<file path="config.mk">
export PLATFORM = sky130hd
export DESIGN_NAME = pipeline_hazard_ctrl_flat
export DESIGN_NICKNAME = d
export VERILOG_FILES = /design/src/rtl/pipeline_hazard_ctrl_if.sv /design/src/rtl/pipeline_hazard_ctrl.sv /design/src/flat_wrapper.sv
export SDC_FILE = /design/constraint.sdc
export NUM_CORES = 1
export LEC_CHECK = 0
export BUFFER_PORTS_ARGS = -buffer_cell sky130_fd_sc_hd__buf_2
export CAP_MARGIN = 20
export CORE_MARGIN = 5
export CORE_UTILIZATION = 40
export DETAILED_ROUTE_END_ITERATION = 12
export GPL_ROUTABILITY_DRIVEN = 0
export PLACE_DENSITY = 0.72
export SLEW_MARGIN = 15
export SYNTH_ARGS = -nofsm -noshare
export SYNTH_HDL_FRONTEND = slang
export SYNTH_SLANG_ARGS = --single-unit
</file>
<file path="constraint.sdc">
create_clock -name clk -period 2.01 [get_ports clk]
set_input_delay 0.201 -clock clk [delete_from_list [all_inputs] [get_ports clk]]
set_output_delay 0.201 -clock clk [all_outputs]
set_load 0.05 [all_outputs]
</file>
<file path="src/rtl/pipeline_hazard_ctrl_if.sv">
// Hazard-sequencer signal bundle: hazard sources toward the controller, stage
// enables/flushes and the timeout flag back to the pipeline.
interface pipeline_hazard_ctrl_if;
  logic [4:0] id_rs1;
  logic [4:0] id_rs2;
  logic       id_uses_rs1;
  logic       id_uses_rs2;
  logic [4:0] ex_rd;
  logic       ex_is_load;
  logic       ex_pc_sel;
  logic       mem_req;
  logic       dmem_ready;

  logic       pc_en;
  logic       ifid_en;
  logic       idex_en;
  logic       exmem_en;
  logic       memwb_en;
  logic       ifid_flush;
  logic       idex_flush;
  logic       mem_timeout_err;

  modport master (
    output id_rs1, id_rs2, id_uses_rs1, id_uses_rs2, ex_rd, ex_is_load,
           ex_pc_sel, mem_req, dmem_ready,
    input  pc_en, ifid_en, idex_en, exmem_en, memwb_en, ifid_flush,
           idex_flush, mem_timeout_err
  );

  modport slave (
    input  id_rs1, id_rs2, id_uses_rs1, id_uses_rs2, ex_rd, ex_is_load,
           ex_pc_sel, mem_req, dmem_ready,
    output pc_en, ifid_en, idex_en, exmem_en, memwb_en, ifid_flush,
           idex_flush, mem_timeout_err
  );
endinterface

</file>
<file path="src/rtl/pipeline_hazard_ctrl.sv">
// Stall/flush sequencer for the 5-stage RV32I pipeline with a data-memory wait FSM.
// Define HAZARD_PERF_CNT_EN to add the stall_cycles / flush_events counters.
//
// state    | meaning
// RUN      | normal flow; branch flush and load-use bubble resolved here
// MEM_WAIT | data memory busy; pipeline frozen, wait cycles counted
// ERROR    | memory timed out; frozen until rst_n
module pipeline_hazard_ctrl #(
  parameter int MEM_TIMEOUT = 15,
  parameter int CNT_W       = 8
) (
  input  logic                  clk,
  input  logic                  rst_n,
  pipeline_hazard_ctrl_if.slave hz
`ifdef HAZARD_PERF_CNT_EN
  ,
  output logic [31:0]           stall_cycles,
  output logic [31:0]           flush_events
`endif
);

  typedef enum logic [1:0] {
    RUN      = 2'd0,
    MEM_WAIT = 2'd1,
    ERROR    = 2'd2
  } state_t;

  state_t           state_q, state_d;
  logic [CNT_W-1:0] cnt_q, cnt_d;
  logic             err_q, err_d;

  logic load_use;
  logic mem_miss;
  logic advance;
  logic pc_en, ifid_en, idex_en, exmem_en, memwb_en;
  logic ifid_flush, idex_flush;

  assign load_use = hz.ex_is_load && (hz.ex_rd != 5'd0) &&
                    ((hz.id_uses_rs1 && (hz.id_rs1 == hz.ex_rd)) ||
                     (hz.id_uses_rs2 && (hz.id_rs2 == hz.ex_rd)));

  assign mem_miss = hz.mem_req && !hz.dmem_ready;

  always_ff @(posedge clk or negedge rst_n) begin
    if (!rst_n) begin
      state_q <= RUN;
      cnt_q   <= '0;
      err_q   <= 1'b0;
    end else begin
      state_q <= state_d;
      cnt_q   <= cnt_d;
      err_q   <= err_d;
    end
  end

  always_comb begin
    state_d = state_q;
    cnt_d   = cnt_q;
    err_d   = err_q;
    advance = 1'b0;

    case (state_q)
      RUN: begin
        if (mem_miss) begin
          state_d = MEM_WAIT;
          cnt_d   = CNT_W'(1);
        end else begin
          advance = 1'b1;
        end
      end
      MEM_WAIT: begin
        if (!hz.dmem_ready) begin
          if (cnt_q == CNT_W'(MEM_TIMEOUT)) begin
            state_d = ERROR;
            err_d   = 1'b1;
          end else begin
            cnt_d = cnt_q + CNT_W'(1);
          end
        end else begin
          // Release cycle moves the pipeline and still honours branch/load-use.
          state_d = RUN;
          cnt_d   = '0;
          advance = 1'b1;
        end
      end
      ERROR: begin
        err_d = 1'b1;
      end
      default: begin
        state_d = RUN;
        cnt_d   = '0;
      end
    endcase
  end

  always_comb begin
    pc_en      = 1'b0;
    ifid_en    = 1'b0;
    idex_en    = 1'b0;
    exmem_en   = 1'b0;
    memwb_en   = 1'b0;
    ifid_flush = 1'b0;
    idex_flush = 1'b0;

    if (advance && rst_n) begin
      pc_en    = 1'b1;
      ifid_en  = 1'b1;
      idex_en  = 1'b1;
      exmem_en = 1'b1;
      memwb_en = 1'b1;
      if (hz.ex_pc_sel) begin
        // The ID instruction dies with the flush, so a load-use there is moot.
        ifid_flush = 1'b1;
        idex_flush = 1'b1;
      end else if (load_use) begin
        pc_en      = 1'b0;
        ifid_en    = 1'b0;
        idex_flush = 1'b1;
      end
    end
  end

  assign hz.pc_en           = pc_en;
  assign hz.ifid_en         = ifid_en;
  assign hz.idex_en         = idex_en;
  assign hz.exmem_en        = exmem_en;
  assign hz.memwb_en        = memwb_en;
  assign hz.ifid_flush      = ifid_flush;
  assign hz.idex_flush      = idex_flush;
  assign hz.mem_timeout_err = err_q;

`ifdef HAZARD_PERF_CNT_EN
  logic [31:0] stall_cycles_q, stall_cycles_d;
  logic [31:0] flush_events_q, flush_events_d;

  always_comb begin
    stall_cycles_d = stall_cycles_q;
    flush_events_d = flush_events_q;
    if (!pc_en && (stall_cycles_q != 32'hFFFF_FFFF))
      stall_cycles_d = stall_cycles_q + 32'd1;
    if (ifid_flush && (flush_events_q != 32'hFFFF_FFFF))
      flush_events_d = flush_events_q + 32'd1;
  end

  always_ff @(posedge clk or negedge rst_n) begin
    if (!rst_n) begin
      stall_cycles_q <= '0;
      flush_events_q <= '0;
    end else begin
      stall_cycles_q <= stall_cycles_d;
      flush_events_q <= flush_events_d;
    end
  end

  assign stall_cycles = stall_cycles_q;
  assign flush_events = flush_events_q;
`endif

endmodule
</file>
<file path="src/flat_wrapper.sv">
// flat-port wrapper written by rule: the top's interface ports become plain ports
module pipeline_hazard_ctrl_flat 
#(
  parameter int MEM_TIMEOUT = 15,
  parameter int CNT_W       = 8
)
  (clk, rst_n, hz_id_rs1, hz_id_rs2, hz_id_uses_rs1, hz_id_uses_rs2, hz_ex_rd, hz_ex_is_load, hz_ex_pc_sel, hz_mem_req, hz_dmem_ready, hz_pc_en, hz_ifid_en, hz_idex_en, hz_exmem_en, hz_memwb_en, hz_ifid_flush, hz_idex_flush, hz_mem_timeout_err);
  pipeline_hazard_ctrl_if hz_i ();
  input  logic clk;
  input  logic rst_n;
  input wire logic [$bits(hz_i.id_rs1)-1:0] hz_id_rs1;
  input wire logic [$bits(hz_i.id_rs2)-1:0] hz_id_rs2;
  input wire logic [$bits(hz_i.id_uses_rs1)-1:0] hz_id_uses_rs1;
  input wire logic [$bits(hz_i.id_uses_rs2)-1:0] hz_id_uses_rs2;
  input wire logic [$bits(hz_i.ex_rd)-1:0] hz_ex_rd;
  input wire logic [$bits(hz_i.ex_is_load)-1:0] hz_ex_is_load;
  input wire logic [$bits(hz_i.ex_pc_sel)-1:0] hz_ex_pc_sel;
  input wire logic [$bits(hz_i.mem_req)-1:0] hz_mem_req;
  input wire logic [$bits(hz_i.dmem_ready)-1:0] hz_dmem_ready;
  output wire logic [$bits(hz_i.pc_en)-1:0] hz_pc_en;
  output wire logic [$bits(hz_i.ifid_en)-1:0] hz_ifid_en;
  output wire logic [$bits(hz_i.idex_en)-1:0] hz_idex_en;
  output wire logic [$bits(hz_i.exmem_en)-1:0] hz_exmem_en;
  output wire logic [$bits(hz_i.memwb_en)-1:0] hz_memwb_en;
  output wire logic [$bits(hz_i.ifid_flush)-1:0] hz_ifid_flush;
  output wire logic [$bits(hz_i.idex_flush)-1:0] hz_idex_flush;
  output wire logic [$bits(hz_i.mem_timeout_err)-1:0] hz_mem_timeout_err;
  assign hz_i.id_rs1 = hz_id_rs1;
  assign hz_i.id_rs2 = hz_id_rs2;
  assign hz_i.id_uses_rs1 = hz_id_uses_rs1;
  assign hz_i.id_uses_rs2 = hz_id_uses_rs2;
  assign hz_i.ex_rd = hz_ex_rd;
  assign hz_i.ex_is_load = hz_ex_is_load;
  assign hz_i.ex_pc_sel = hz_ex_pc_sel;
  assign hz_i.mem_req = hz_mem_req;
  assign hz_i.dmem_ready = hz_dmem_ready;
  assign hz_pc_en = hz_i.pc_en;
  assign hz_ifid_en = hz_i.ifid_en;
  assign hz_idex_en = hz_i.idex_en;
  assign hz_exmem_en = hz_i.exmem_en;
  assign hz_memwb_en = hz_i.memwb_en;
  assign hz_ifid_flush = hz_i.ifid_flush;
  assign hz_idex_flush = hz_i.idex_flush;
  assign hz_mem_timeout_err = hz_i.mem_timeout_err;
  pipeline_hazard_ctrl #(.MEM_TIMEOUT(MEM_TIMEOUT), .CNT_W(CNT_W)) u_core (.clk(clk), .rst_n(rst_n), .hz(hz_i));
endmodule
</file>
# Word level (Yosys, flattened, before mapping)
# Index checks and enable logic that the tools add are counted.
[totals] ff_bits=11 inputBits=23 output_inout_bits=8
[classes] n_addsub=1 n_eq_ne=10 n_mux=23 bitwise_logic=1 n_reduce_logical=14
[ops] operator="two-way mux 8 bit" count=3
[ops] operator="case mux 8 bit (3 select lines)" count=1
[ops] operator="two-way mux 1 bit" count=13
[ops] operator="== test 5 bit" count=2
[ops] operator="AND reduction 3 bit" count=3
[ops] operator="adder 8 x 1 -> 8 bit (second input constant)" count=1
[ops] operator="== test 8 x 4 -> 1 bit (second input constant)" count=1
[ops] operator="logical AND 1 bit" count=6
[ops] operator="two-way mux 2 bit" count=3
[ops] operator="case mux 2 bit (3 select lines)" count=1
[ops] operator="nonzero test 5 bit" count=1
[ops] operator="inequality test 2 x 1 -> 1 bit (second input constant)" count=2
[ops] operator="case mux 1 bit (2 select lines)" count=2
[ops] operator="inequality test 3 x 2 -> 1 bit (second input constant)" count=1
[ops] operator="inequality test 3 bit (second input constant)" count=1
[ops] operator="== test 2 x 1 -> 1 bit (second input constant)" count=1
[ops] operator="== test 2 bit (second input constant)" count=1
[ops] operator="logical NOT 2 bit" count=1
[ops] operator="inequality test 2 bit (second input constant)" count=1
[ops] operator="nonzero test 2 bit" count=1
[ops] operator="logical NOT 1 bit" count=1
[ops] operator="logical OR 1 bit" count=1
[ops] operator="NOT 1 bit" count=1

# Depth between registers and ports, before layout
# Gate-level depths: netlist of the first run.
[depth] depth_word=7 mapped_depth=6 depth_no_buf=5

# Worst setup path before layout of the first run
# No wires, ideal clock.
[synth_timing] path_kind="input port to output port" start="in hz_ex_rd[3]" end="out hz_idex_flush" arrival_ps=1966 required_time_ps=1809 setup_slack_ps=-157 stages=4 path_buffers=0 path_cell_list="xor2_1 -> nor4_1 -> a32oi_1 -> o31ai_1"
[synth_between] elab_chain_len=7
[synth_rtl] element="start: declaration" line_no="flat_wrapper.sv:15" source="input wire logic [$bits(hz_i.ex_rd)-1:0] hz_ex_rd;"
[synth_rtl] element="== test 5 bit, on equally long branches" line_no="pipeline_hazard_ctrl.sv:39, pipeline_hazard_ctrl.sv:40"
[synth_rtl] element="logical AND 1 bit, on equally long branches" line_no="pipeline_hazard_ctrl.sv:39, pipeline_hazard_ctrl.sv:40"
[synth_rtl] element="logical OR 1 bit" line_no="pipeline_hazard_ctrl.sv:39" source="((hz.id_uses_rs1 && (hz.id_rs1 == hz.ex_rd)) ||"
[synth_rtl] element="logical AND 1 bit (*)" line_no="pipeline_hazard_ctrl.sv:38" source="assign load_use = hz.ex_is_load && (hz.ex_rd != 5'd0) &&"
[synth_rtl] element="two-way mux 1 bit (*)" line_no="pipeline_hazard_ctrl.sv:115" source="end else if (load_use) begin"
[synth_rtl] element="two-way mux 1 bit (*)" line_no="pipeline_hazard_ctrl.sv:111" source="if (hz.ex_pc_sel) begin"
[synth_rtl] element="two-way mux 1 bit (*)" line_no="pipeline_hazard_ctrl.sv:105" source="if (advance && rst_n) begin"
[synth_rtl] element="end: declaration" line_no="flat_wrapper.sv:26" source="output wire logic [$bits(hz_i.idex_flush)-1:0] hz_idex_flush;"
# Mark *: on every way between the ends. The rest lies on a longest branch, timed or not.

# Final worst setup path of the first run
[layout_timing] start="in rst_n" end="out hz_idex_flush"
[layout_between] elab_chain_len=2
[layout_rtl] element="start: declaration" line_no="flat_wrapper.sv:10" source="input logic rst_n;"
[layout_rtl] element="logical AND 1 bit" line_no="pipeline_hazard_ctrl.sv:105"
[layout_rtl] element="two-way mux 1 bit" line_no="pipeline_hazard_ctrl.sv:105"
# Every way passes these cells.

==> run summary, run 1 <==
The run finished with clean final reports. The maximum achievable frequency came out at ~540 MHz. The critical path goes through dlygate4sd3_1 -> buf_2 -> nor2b_1 -> o21ai_0 -> inv_1 -> nand2_1 -> o31ai_1 -> buf_2. In the final layout, the share of cells above drive strength 1 is 0.342. The number of max-slew violations in the final report is 0. TritonCTS built the clock tree. The net count after synthesis came out at 109. Summed over all cells, the static leakage comes to around 0.48 nW. The slack of the worst reg-to-reg path came out at slightly above 300 ps. After detailed routing, the average wire length per cell comes to 13.1 µm. For this run, design rule violations remaining after detail routing come to 0. The worst register-to-register path begins at u_core.cnt_q[4].

The floorplan step defined a core boundary enclosing between 1500 and 2000 µm². The cell area after synthesis came out at around 770 µm². The min-delay analysis places its worst path in the category in2reg. The areal power density over the cells is 561 nW/µm².

The worst hold path terminates at u_core.state_q[0]. Data arrives at the worst endpoint at about 1700 ps. Together, buffers and inverters on the worst path number 4. The setup fix buffers added after clock tree synthesis is 0. After synthesis, the cell types taking the most area are sky130_fd_sc_hd__dfrtp_1 (36%), sky130_fd_sc_hd__xor2_1 (9.1%), sky130_fd_sc_hd__xnor2_1 (4.6%). The number of global-route vias before repair is just over 700. The startpoint identified for the worst hold timing path is hz_dmem_ready.

The total CTS buffers is 3. Setup repair after global routing left no endpoint under its margin. The clock tree skew after final layout came out at 2.67 ps. Clock-pin slew was measured on the worst setup and hold paths at approximately 60 ps. Yosys printed 0 warnings. The source-to-sink clock delay at the later pin of the worst-skew pair came out at 270 ps. Tracing the worst setup path back leads to its startpoint at rst_n. A synthesized cell averages approximately 9.0 µm². The worst setup path is of the in2out kind. Among all stages on the critical path, the largest delay is contributed by sky130_fd_sc_hd__dlygate4sd3_1. The placed wire-length estimate after detailed placement came out at about 1500 µm. The total global-route track usage is 0.143. The critical register-to-register path endpoint is u_core.cnt_q[1]. The setup-violating endpoint count in the final report is 0.

The netlist uses 30 different library cells. The total iterations of the first detailed-routing run is 4. After the last flow step, the layout net total stands at about 140.

The number of cell rows is 15. The count of nets left with antenna violations after detail routing is 0. The post-route clock period utilization is 0.919.

The count of placed standard cells in the final layout, fillers left out is about 140. The via count of the routed design is between 700 and 800. The clock sink count came out at 11. The number of register bits inferred by synthesis is 11.

The clock passes through at most 2 buffers. Dividing the detail-routed via count by the number of cells gives 5.23. The width of the chip came out at around 54 µm. At the pin with the least slew margin, the transition time is around 270 ps. The number of hold violations in the final report came out at 0. CTS built an H-tree with a depth of 1. Clock tree synthesis selected as its root buffer the cell sky130_fd_sc_hd__clkbuf_4.

The number of top-level pins is 31. The routed design has 1860 µm of wire. The hold-critical path depth is 2. The die area is approximately 2900 µm².

After detailed placement, the design holds a cell count of about 140. The longest individual stage delay on the worst path came out at 510 ps. Entering global routing, the biggest net connects 12 pins. The area added between synthesis and finish came out at 25.3%. The instance count of the mapped netlist is 85. The count of maximum capacitance violations came out at 0. The nature of the critical path endpoint is a primary output. The number of I/O port buffers is 30. By instance count, the cell type seen most on the critical path is sky130_fd_sc_hd__buf_2. The count of routing violations after the opening detailed-route iteration is 22. Measured along the y axis, the die boundary spans between 50 and 60 µm.

The worst-path maximum fanout is 5. The synthesized design spends more area on one cell type than any other, namely sky130_fd_sc_hd__dfrtp_1. For this configuration, the core starts out at a cell density of 0.430. The number of antenna violations at the first check in global routing is 0. For the worst setup path, the data required time is about 1800 ps.

The worst-case reg-to-reg path depth came out at 4. STA classifies the critical path startpoint as an input port. The sequential area share after synthesis is 0.359.

The worst voltage drop across the vdd grid came out at approximately 0.00032 V. The first-pass GRT wire length came out at just over 3000 µm. The clock period minus final worst setup slack is roughly 1800 ps. The setup total negative slack is 0 ps. The sum of overflow across all layers after global routing is 0.

The worst slew slack as a fraction of its limit came out at 0.817. The share of the synthesized area in the top cell type came out at 0.359. The diode insertion count for antenna repair came out at 0.

The cell type group with the largest total delay on the critical path is buffers and inverters.
metal layers:
metal	routed length [µm]	part of all wire	GRT usage	up-vias
met5	0	0	0	-
met4	27	0.014	0.0638	0
met3	181	0.097	0.0194	2
met2	908	0.49	0.246	31
met1	746	0.40	0.176	335
li1	-	-	-	375
timing repair:
action | in CTS | in global routing
setup endpoints to repair | 0 | 1
endpoints found under the hold margin | 11 | 0
hold buffers | 1 | 0
resized for setup | 0 | 1
layout by cell type, fill, tap and decap left out, drive strengths merged:
cell	n
nor2b	1
buf	31
nor2	6
a31o	1
xor2	8
ha	1
o31ai	1
nand4	1
or3	1
a21oi	1
dfrtp	11
or4b	1
dlygate4sd3	1
and3	2
clkbuf	4
o31a	1
and2	2
nand2	9
nor3	1
inv	5
o21ai	7
nor4	3
xnor2	4
nand3	3
a32oi	1
a41o	1
or4	5
o211ai	4
worst max-delay path by stage:
stage / end / slack (ps) / cells past startpoint
2_1_floorplan: hz_idex_flush / -160 / 4
3_3_place_gp: hz_ifid_en / 300 / 6
3_5_place_dp: u_core.cnt_q[1] / 300 / 4
4_1_cts: hz_idex_flush / 100 / 6
5_1_grt: hz_idex_flush / 50 / 6
6_report: hz_idex_flush / 160 / 8
logic make-up (layout without fill, tap and decap cells):
group	after synthesis	count (layout)	synth area share
flops	11	11	0.359
buf+inv	9	41	0.0685
compound gates	17	17	0.163
xor+xnor	12	12	0.137
simple gates	35	35	0.256
fa+ha+maj	1	1	0.0163
worst register-to-register path, stage by stage, from the launching register on:
cell                      delay (ps)
sky130_fd_sc_hd__dfrtp_1         420
sky130_fd_sc_hd__or4_4           570
sky130_fd_sc_hd__o21ai_4         230
sky130_fd_sc_hd__nand2_1         120
sky130_fd_sc_hd__a41o_1          240
metrics by stage:
step           hold slack, ps  setup slack, ps  instance area, µm²  power (mW)   util
2_1_floorplan           -94.6             -157                 768       0.343      -
3_3_place_gp              155              298                 923       0.385  0.518
3_5_place_dp              165              304                 923       0.391  0.518
4_1_cts                   169             95.3                 960       0.543  0.538
5_1_grt                   174             48.3                 961       0.567  0.539
6_report                  172              163                 961       0.539  0.539
where the power goes:
group / internal (mW) / switching [mW]
Clock: 0.0771 / 0.0731
Sequential: 0.231 / 0.0128
Combinational: 0.0563 / 0.0886
area by class of cell:
type	instances	area [µm²]
fillers	167	822
multi-input cells	65	440
flip-flops and latches	11	277
repair buffers	32	168
well taps	25	31.3
clock buffers	4	26.3
inverters	5	18.8
synthesized netlist by cell type:
cell type / instances
sky130_fd_sc_hd__or4b_4: 1
sky130_fd_sc_hd__and3_1: 2
sky130_fd_sc_hd__nor4_1: 3
sky130_fd_sc_hd__o21ai_4: 1
sky130_fd_sc_hd__nor2_1: 6
sky130_fd_sc_hd__xor2_1: 8
sky130_fd_sc_hd__and2_0: 1
sky130_fd_sc_hd__ha_1: 1
sky130_fd_sc_hd__dfrtp_1: 11
sky130_fd_sc_hd__a21oi_1: 1
sky130_fd_sc_hd__or4_4: 1
sky130_fd_sc_hd__buf_6: 1
sky130_fd_sc_hd__or3_1: 1
sky130_fd_sc_hd__or4_1: 4
sky130_fd_sc_hd__nand3_1: 3
sky130_fd_sc_hd__nor2b_1: 1
sky130_fd_sc_hd__inv_1: 5
sky130_fd_sc_hd__and2_4: 1
sky130_fd_sc_hd__buf_4: 3
sky130_fd_sc_hd__nor3_1: 1
sky130_fd_sc_hd__a31o_1: 1
sky130_fd_sc_hd__nand4_1: 1
sky130_fd_sc_hd__o211ai_1: 4
sky130_fd_sc_hd__xnor2_1: 4
sky130_fd_sc_hd__nand2_1: 9
sky130_fd_sc_hd__a32oi_1: 1
sky130_fd_sc_hd__o31ai_1: 1
sky130_fd_sc_hd__a41o_1: 1
sky130_fd_sc_hd__o31a_1: 1
sky130_fd_sc_hd__o21ai_0: 6
flip-flops by register name (all words and copies together), names as in the netlist:
name                       count
u_core.cnt_q                   8
u_core.state_q                 2
u_core.hz.mem_timeout_err      1
(Power assumes the default switching activity.)
==> run 2, diff against run 1 <==
==> constraint.sdc (replaced) <==
create_clock -name clk -period 2.01 [get_ports clk]
set_input_delay 0.3015 -clock clk [delete_from_list [all_inputs] [get_ports clk]]
set_output_delay 0.3015 -clock clk [all_outputs]
set_load 0.05 [all_outputs]
==> run summary, run 2 (same netlist as run 1, synthesis figures left out) <==
The post-route clock period utilization is 0.962 (was 0.919). The first-pass GRT wire length is 2780 µm (was 3060 µm). The hold-critical path depth is 2 (unchanged). The largest register by flop count is u_core.cnt_q (unchanged).

The worst hold path endpoint is u_core.state_q[0] (unchanged). The slack of the worst reg-to-reg path is 310 ps (about the same). The clock sink count is 11 (unchanged).

The TritonCTS clock tree is yes (unchanged). RSZ-0062 raised after global routing: no (unchanged). The filler cell count came out at 171 (was 167). The die area came to 2890 µm² (unchanged).

The source-to-sink clock delay at the later pin of the worst-skew pair is 280 ps (was 270 ps). The routed length per placed instance came out at 13.4 µm (was 13.1 µm). The total iterations of the first detailed-routing run is 4 (unchanged). The count of routing violations after the opening detailed-route iteration came out at 12 (was 22).

The worst slew slack as a fraction of its limit came out at 0.771 (was 0.817). The number of flip-flops in the largest register came out at 8 (unchanged). Status: completed (unchanged). The sequential cell area is 275 µm² (was 277 µm²). The via count of the routed design came to 754 (was 743).

The maximum achievable frequency is 517 MHz (was 541 MHz). The clock period minus final worst setup slack is 1930 ps (was 1850 ps). The worst-case reg-to-reg path depth is 4 (unchanged). The total global-route track usage is 0.135 (was 0.143). The required time of the worst setup path came to 1710 ps (was 1810 ps).

The number of max-slew violations in the final report came out at 0 (unchanged). The worst reg2reg path startpoint is u_core.cnt_q[4] (unchanged). The total CTS buffers came to 3 (unchanged). The cell leakage power is 0.490 nW (was 0.479 nW).

The count of placed standard cells in the final layout, fillers left out came to 144 (was 142). The root buffer cell is sky130_fd_sc_hd__clkbuf_4 (unchanged). The count of maximum capacitance violations came out at 0 (unchanged). The via count normalized by instance count came out at 5.24 (was 5.23). The worst endpoint data arrival time came to 1630 ps (was 1650 ps). The setup total negative slack is 0 ps (unchanged). The sequential share of power was 0.436 (was 0.452).

The total wirelength of the detailed-routed design came out at 1930 µm (was 1860 µm). The total instance count after detailed placement came out at 139 (was 137). The largest net degree at the start of global routing was 12 (unchanged). The fraction of final layout cells sized beyond drive strength 1 came to 0.361 (was 0.342). The overall power after layout came out at 0.551 mW (was 0.539 mW). The total area of multi-input combinational cells is 445 µm² (was 440 µm²).

The placed wire-length estimate after detailed placement came to 1540 µm (was 1550 µm). The number of hold violations in the final report was 0 (unchanged). The number of cell rows came to 15 (unchanged). The kind of path behind the tightest hold check is in2reg (unchanged).

The worst-path maximum fanout came to 3 (was 5). The maximum number of buffers from clock root to sink is 2 (unchanged). The nature of the critical path endpoint is a primary output (unchanged). The DRC violation count after routing came out at 0 (unchanged). The number of nets in the finished design came to 144 (was 142). The number of antenna violations at the first check in global routing is 0 (unchanged). The beginning of the worst hold path is hz_dmem_ready (unchanged).

The clock tree skew after final layout came to 8.43 ps (was 2.67 ps). The setup-violating endpoint count in the final report is 0 (unchanged). The kind of critical path is in2out (unchanged). The internal power is 0.368 mW (was 0.364 mW). The share of total power consumed by net switching came out at 0.332 (was 0.324).

The minimum setup slack in the final design is 76.5 ps (was 163 ps). The share of total power in combinational logic came out at 0.282 (was 0.269). The worst hold margin came to 250 ps (was 172 ps).

The startpoint kind of the worst setup timing path is an input port (unchanged). The area added between synthesis and finish was 27.7% (was 25.3%). The sum of overflow across all layers after global routing came to 0 (unchanged). Commonest non-fill, non-tap cells in the layout: sky130_fd_sc_hd__buf_2 (30), sky130_fd_sc_hd__dfrtp_1 (11), sky130_fd_sc_hd__nand2_1 (9) (was sky130_fd_sc_hd__buf_2 (30), sky130_fd_sc_hd__dfrtp_1 (10), sky130_fd_sc_hd__nand2_1 (9)). The clock-pin slew on the worst setup and hold paths came out at 80 ps (was 60 ps). The number of top-level pins came to 31 (unchanged). The areal power density over the cells is 562 nW/µm² (was 561 nW/µm²). The worst voltage drop across the vdd grid is 0.000397 V (was 0.000320 V). The number of H-tree levels is 1 (unchanged).

The net switching component of the power was 0.183 mW (was 0.175 mW). The vertical extent of the die is 53.8 µm (unchanged). The part of the total power dissipated in the clock network is 0.282 (was 0.279). The width of the chip is 53.8 µm (unchanged).

The transition at the pin with the smallest max-transition slack came to 340 ps (was 272 ps). The post-placement worst setup slack is 53.0 ps (was 304 ps). The most common cell after layout, fill and taps aside is sky130_fd_sc_hd__buf_2 (unchanged). The number of global-route vias before repair is 646 (was 712). The core footprint is 1780 µm² (unchanged).

The diode insertion count for antenna repair is 0 (unchanged). The count of nets left with antenna violations after detail routing is 0 (unchanged). The critical register-to-register path endpoint is u_core.cnt_q[1] (unchanged). The initial core utilization came out at 0.430 (unchanged).

The number of I/O port buffers came out at 30 (unchanged).
run 2: cell type report:
type,instances,area share
Clock buffer,4,0.0268
Inverter,5,0.0192
Sequential cell,11,0.281
Timing Repair Buffer,34,0.186
Tap cell,25,0.0319
Multi-Input combinational cell,65,0.455
run 2: worst max-delay path by stage:
stage / end / start / slack, ps / cells after the start
3_5_place_dp: hz_ifid_en / hz_ex_rd[2] / 50 / 6
2_1_floorplan: hz_idex_flush / hz_ex_rd[3] / 60 / 4
6_report: hz_ifid_en / hz_ex_rd[2] / 80 / 6
4_1_cts: hz_ifid_en / hz_ex_rd[2] / 50 / 6
5_1_grt: hz_ifid_en / hz_ex_rd[2] / 10 / 6
3_3_place_gp: hz_pc_en / hz_ex_rd[3] / 120 / 6
run 2: worst max-delay path, stage by stage:
cell                      delay, ps
sky130_fd_sc_hd__buf_2          130
sky130_fd_sc_hd__xor2_1         160
sky130_fd_sc_hd__nor4_1         330
sky130_fd_sc_hd__a32oi_1        130
sky130_fd_sc_hd__o31a_2         360
sky130_fd_sc_hd__buf_2          210
run 2: routing by layer:
layer / up-vias / part of all wire / track usage
met5: - / 0 / 0
met4: 0 / 0.0099 / 0.0426
met3: 4 / 0.080 / 0.0526
met2: 31 / 0.50 / 0.222
met1: 345 / 0.41 / 0.160
li1: 374 / - / -
run 2: power by group through the flow:
stage	sequential (mW)	clock (mW)	combinational (mW)
finish	0.240	0.155	0.155
global route	0.241	0.169	0.167
CTS	0.240	0.157	0.156
detailed placement	0.244	0	0.154
global placement	0.242	0	0.148
floorplan	0.241	0	0.104
run 2: metrics by stage:
step / utilization / area, µm²
3_3_place_gp: 0.529 / 943
2_1_floorplan: - / 773
3_5_place_dp: 0.529 / 943
6_report: 0.549 / 980
4_1_cts: 0.549 / 980
5_1_grt: 0.549 / 980
run 2: what timing repair did:
| item | 4_1_cts | 5_1_grt |
|---|---|---|
| endpoints found under the setup margin | 0 | 0 |
| resized for setup | 0 | 0 |
| hold buffers | 1 | 0 |
| endpoints found under the hold margin | 11 | 0 |
| setup buffers | 0 | 0 |
==> run 3, diff against run 2 <==
--- a/config.mk
+++ b/config.mk
@@ -5,13 +5,14 @@
 export SDC_FILE = /design/constraint.sdc
 export NUM_CORES = 1
 export LEC_CHECK = 0
+export ABC_AREA = 1
 export BUFFER_PORTS_ARGS = -buffer_cell sky130_fd_sc_hd__buf_2
 export CAP_MARGIN = 20
 export CORE_MARGIN = 5
-export CORE_UTILIZATION = 40
+export CORE_UTILIZATION = 50
 export DETAILED_ROUTE_END_ITERATION = 12
 export GPL_ROUTABILITY_DRIVEN = 0
-export PLACE_DENSITY = 0.72
+export PLACE_DENSITY = 0.83
 export SLEW_MARGIN = 15
 export SYNTH_ARGS = -nofsm -noshare
 export SYNTH_HDL_FRONTEND = slang
==> run summary, run 3 <==
The maximum achievable frequency came out at 520 MHz (was 517 MHz). The number of I/O port buffers came to 30 (unchanged). The source-to-sink clock delay at the later pin of the worst-skew pair is 270 ps (was 280 ps). The worst voltage drop across the vdd grid was 0.000289 V (was 0.000397 V).

The total wirelength of the detailed-routed design came out at 2440 µm (was 1930 µm). The count of placed standard cells in the final layout, fillers left out came to 212 (was 144). RSZ-0062 raised after global routing: no (unchanged). The final design area excluding fillers came out at 1210 µm² (was 980 µm²). The number of hold violations in the final report is 0 (unchanged). The count of yosys warnings during synthesis was 0 (unchanged). The diode insertion count for antenna repair is 0 (unchanged).

The startpoint kind of the worst setup timing path is a flip-flop (was input port). The most common cell after layout, fill and taps aside is sky130_fd_sc_hd__nand2_1 (was sky130_fd_sc_hd__buf_2). The clock-pin slew on the worst setup and hold paths was 70 ps (was 80 ps).

The via count of the routed design was 1048 (was 754). The largest register by flop count is u_core.cnt_q (unchanged). The area added between synthesis and finish is 22.9% (was 27.7%).

The number of H-tree levels came out at 1 (unchanged). The number of nets in the finished design came out at 210 (was 144). The number of flip-flops in the largest register is 8 (unchanged). The met2 layer wire length in the routed design is 1340 µm (was 958 µm). The placed wire-length estimate after detailed placement came to 2050 µm (was 1540 µm). The kind of path behind the tightest hold check is in2reg (unchanged). The routed length per placed instance came out at 11.5 µm (was 13.4 µm). The clock tree skew after final layout came out at 3.58 ps (was 8.43 ps). The count of routing violations after the opening detailed-route iteration came to 35 (was 12). The worst slew slack as a fraction of its limit is 0.830 (was 0.771). The post-route met1 wirelength came out at 898 µm (was 796 µm). The number of enable-type register cells in the synthesized netlist came out at 0 (unchanged). Commonest non-fill, non-tap cells in the layout: sky130_fd_sc_hd__nand2_1 (59), sky130_fd_sc_hd__buf_2 (26), sky130_fd_sc_hd__inv_1 (19) (was sky130_fd_sc_hd__buf_2 (30), sky130_fd_sc_hd__dfrtp_1 (11), sky130_fd_sc_hd__nand2_1 (9)). The area after detailed placement came to 1160 µm² (was 943 µm²). The sequential area share after synthesis came out at 0.280 (was 0.359). The first-pass GRT wire length came out at 4000 µm (was 2780 µm). The transition at the pin with the smallest max-transition slack came to 254 ps (was 340 ps).

The via count normalized by instance count was 4.94 (was 5.24). The total global-route track usage is 0.189 (was 0.135). The areal power density over the cells came out at 370 nW/µm² (was 562 nW/µm²). The total CTS buffers came to 3 (unchanged). Status: completed (unchanged).

The cell leakage power came to 0.665 nW (was 0.490 nW). The share of the synthesized area in the top cell type came to 0.280 (was 0.359). The instance count of the mapped netlist is 152 (was 85). Most area-consuming cells after synthesis: sky130_fd_sc_hd__dfrtp_1 (28%), sky130_fd_sc_hd__nand2_1 (23%), sky130_fd_sc_hd__inv_1 (7.3%) (was sky130_fd_sc_hd__dfrtp_1 (36%), sky130_fd_sc_hd__xor2_1 (9.1%), sky130_fd_sc_hd__xnor2_1 (4.6%)). The largest net degree at the start of global routing is 12 (unchanged). The core footprint is 1920 µm² (was 1780 µm²).

The sequential cell area came out at 275 µm² (unchanged). The net count after synthesis came out at 176 (was 109). The fraction of final layout cells sized beyond drive strength 1 came out at 0.308 (was 0.361).

The wire length on met3 is 126 µm (was 154 µm). The worst endpoint data arrival time was 1620 ps (was 1630 ps). The most used flip-flop cell after synthesis is sky130_fd_sc_hd__dfrtp_1 (unchanged).

The worst-path maximum fanout is 6 (was 3). The post-route clock period utilization came out at 0.957 (was 0.962). The number of antenna violations at the first check in global routing came to 0 (unchanged). The cell area after synthesis came out at 982 µm² (was 767 µm²). The number of register bits inferred by synthesis was 11 (unchanged). The fraction of registers with async set or reset after synthesis is 1.00 (unchanged). The total instance count after detailed placement is 207 (was 139). The clock sink count is 11 (unchanged). The average cell area after synthesis is 6.46 µm² (was 9.02 µm²). The number of top-level pins came to 31 (unchanged). The nature of the critical path endpoint is a primary output (unchanged). The sum of overflow across all layers after global routing was 0 (unchanged). The number of distinct standard cells referenced by the synthesized netlist was 23 (was 30). The required time of the worst setup path is 1710 ps (about the same). The total iterations of the first detailed-routing run is 5 (was 4).

The initial core utilization came out at 0.511 (was 0.430). The root buffer cell is sky130_fd_sc_hd__clkbuf_4 (unchanged). The count of maximum capacitance violations is 0 (unchanged). The setup fix buffers added after clock tree synthesis is 0 (unchanged). The vertical extent of the die is 54.3 µm (was 53.8 µm).

The worst hold margin is 400 ps (was 250 ps). The number of global-route vias before repair came to 998 (was 646). The share of the core filled with cells came out at 0.628 (was 0.549).

The width of the chip is 54.3 µm (was 53.8 µm). The largest area contributor in the synthesized netlist is sky130_fd_sc_hd__dfrtp_1 (unchanged). Commonest cells in the synthesized netlist: sky130_fd_sc_hd__nand2_1 (61), sky130_fd_sc_hd__inv_1 (19), sky130_fd_sc_hd__nor2_1 (14) (was sky130_fd_sc_hd__dfrtp_1 (11), sky130_fd_sc_hd__nand2_1 (9), sky130_fd_sc_hd__xor2_1 (8)). The maximum number of buffers from clock root to sink is 2 (unchanged). The filler cell count came out at 189 (was 171). The count of nets left with antenna violations after detail routing came to 0 (unchanged). The uppermost signal routing layer after detailed routing is met4 (unchanged). The DRC violation count after routing came out at 0 (unchanged).

The number of max-slew violations in the final report is 0 (unchanged). The TritonCTS clock tree is yes (unchanged). The total area of multi-input combinational cells came out at 597 µm² (was 445 µm²). The number of cell rows is 16 (was 15). The clock period minus final worst setup slack is 1920 ps (was 1930 ps). The setup total negative slack is 0 ps (unchanged). The die area was 2950 µm² (was 2890 µm²). The kind of critical path is reg2out (was in2out).

The leading cell type by number of instances after synthesis is sky130_fd_sc_hd__nand2_1 (was sky130_fd_sc_hd__dfrtp_1). The setup-violating endpoint count in the final report is 0 (unchanged).
run 3: per-stage QoR:
stage,worst slack (ps),power (mW)
4_1_cts,29.3,0.451
5_1_grt,13.8,0.474
3_5_place_dp,291,0.297
3_3_place_gp,344,0.293
6_report,85.5,0.446
2_1_floorplan,22.3,0.257
run 3: cells by family (layout without fill, tap and decap cells):
kind of cell    count (synthesis)  count (layout)  synth area share
compound gates                 11              11            0.0892
xor+xnor                        2               2            0.0178
fa+ha+maj                       1               1            0.0127
buf+inv                        27              60             0.122
flops                          11              11             0.280
simple gates                  100             100             0.478
run 3: area by class of cell:
cell class,instances,share of cell area
multi-input combinational,114,0.494
timing repair buffer,32,0.147
inverter,24,0.0808
tap,27,0.0280
clock buffer,4,0.0218
sequential,11,0.228
run 3: final timing paths:
check	end	slack [ps]	startpoint	depth (start not counted)
min in group asynchronous	u_core.cnt_q[2]	490	rst_n	3
max in group asynchronous	u_core.cnt_q[5]	1370	rst_n	3
hold / removal	u_core.state_q[1]	400	hz_dmem_ready	4
setup / recovery	hz_pc_en	90	u_core.state_q[0]	7
setup reg to reg	u_core.cnt_q[4]	420	u_core.cnt_q[0]	8
hold reg to reg	u_core.hz.mem_timeout_err	470	u_core.hz.mem_timeout_err	2
run 3: power breakdown:
| part | switching [mW] | internal, mW |
|---|---|---|
| Combinational | 0.0406 | 0.0318 |
| Sequential | 0 | 0.221 |
| Clock | 0.0757 | 0.0770 |
run 3: what timing repair did:
item | CTS | global route
endpoints found under the hold margin | 11 | 0
setup endpoints to repair | 0 | 4
hold buffers | 1 | 0
resized for setup | 0 | 7
run 3: metal layers:
metal | up-vias | track usage
met2 | 40 | 0.378
met1 | 466 | 0.185
met4 | 0 | 0.0954
met3 | 9 | 0.0245
li1 | 533 | -
met5 | - | 0
run 3: critical path, stage by stage, from the launching register on:
cell and delay (ps):
sky130_fd_sc_hd__dfrtp_1 390, sky130_fd_sc_hd__inv_2 90, sky130_fd_sc_hd__nor2_4 140, sky130_fd_sc_hd__nand2_1 110, sky130_fd_sc_hd__a21boi_4 200, sky130_fd_sc_hd__nand2_2 110, sky130_fd_sc_hd__nand2_4 80, sky130_fd_sc_hd__clkbuf_4 220
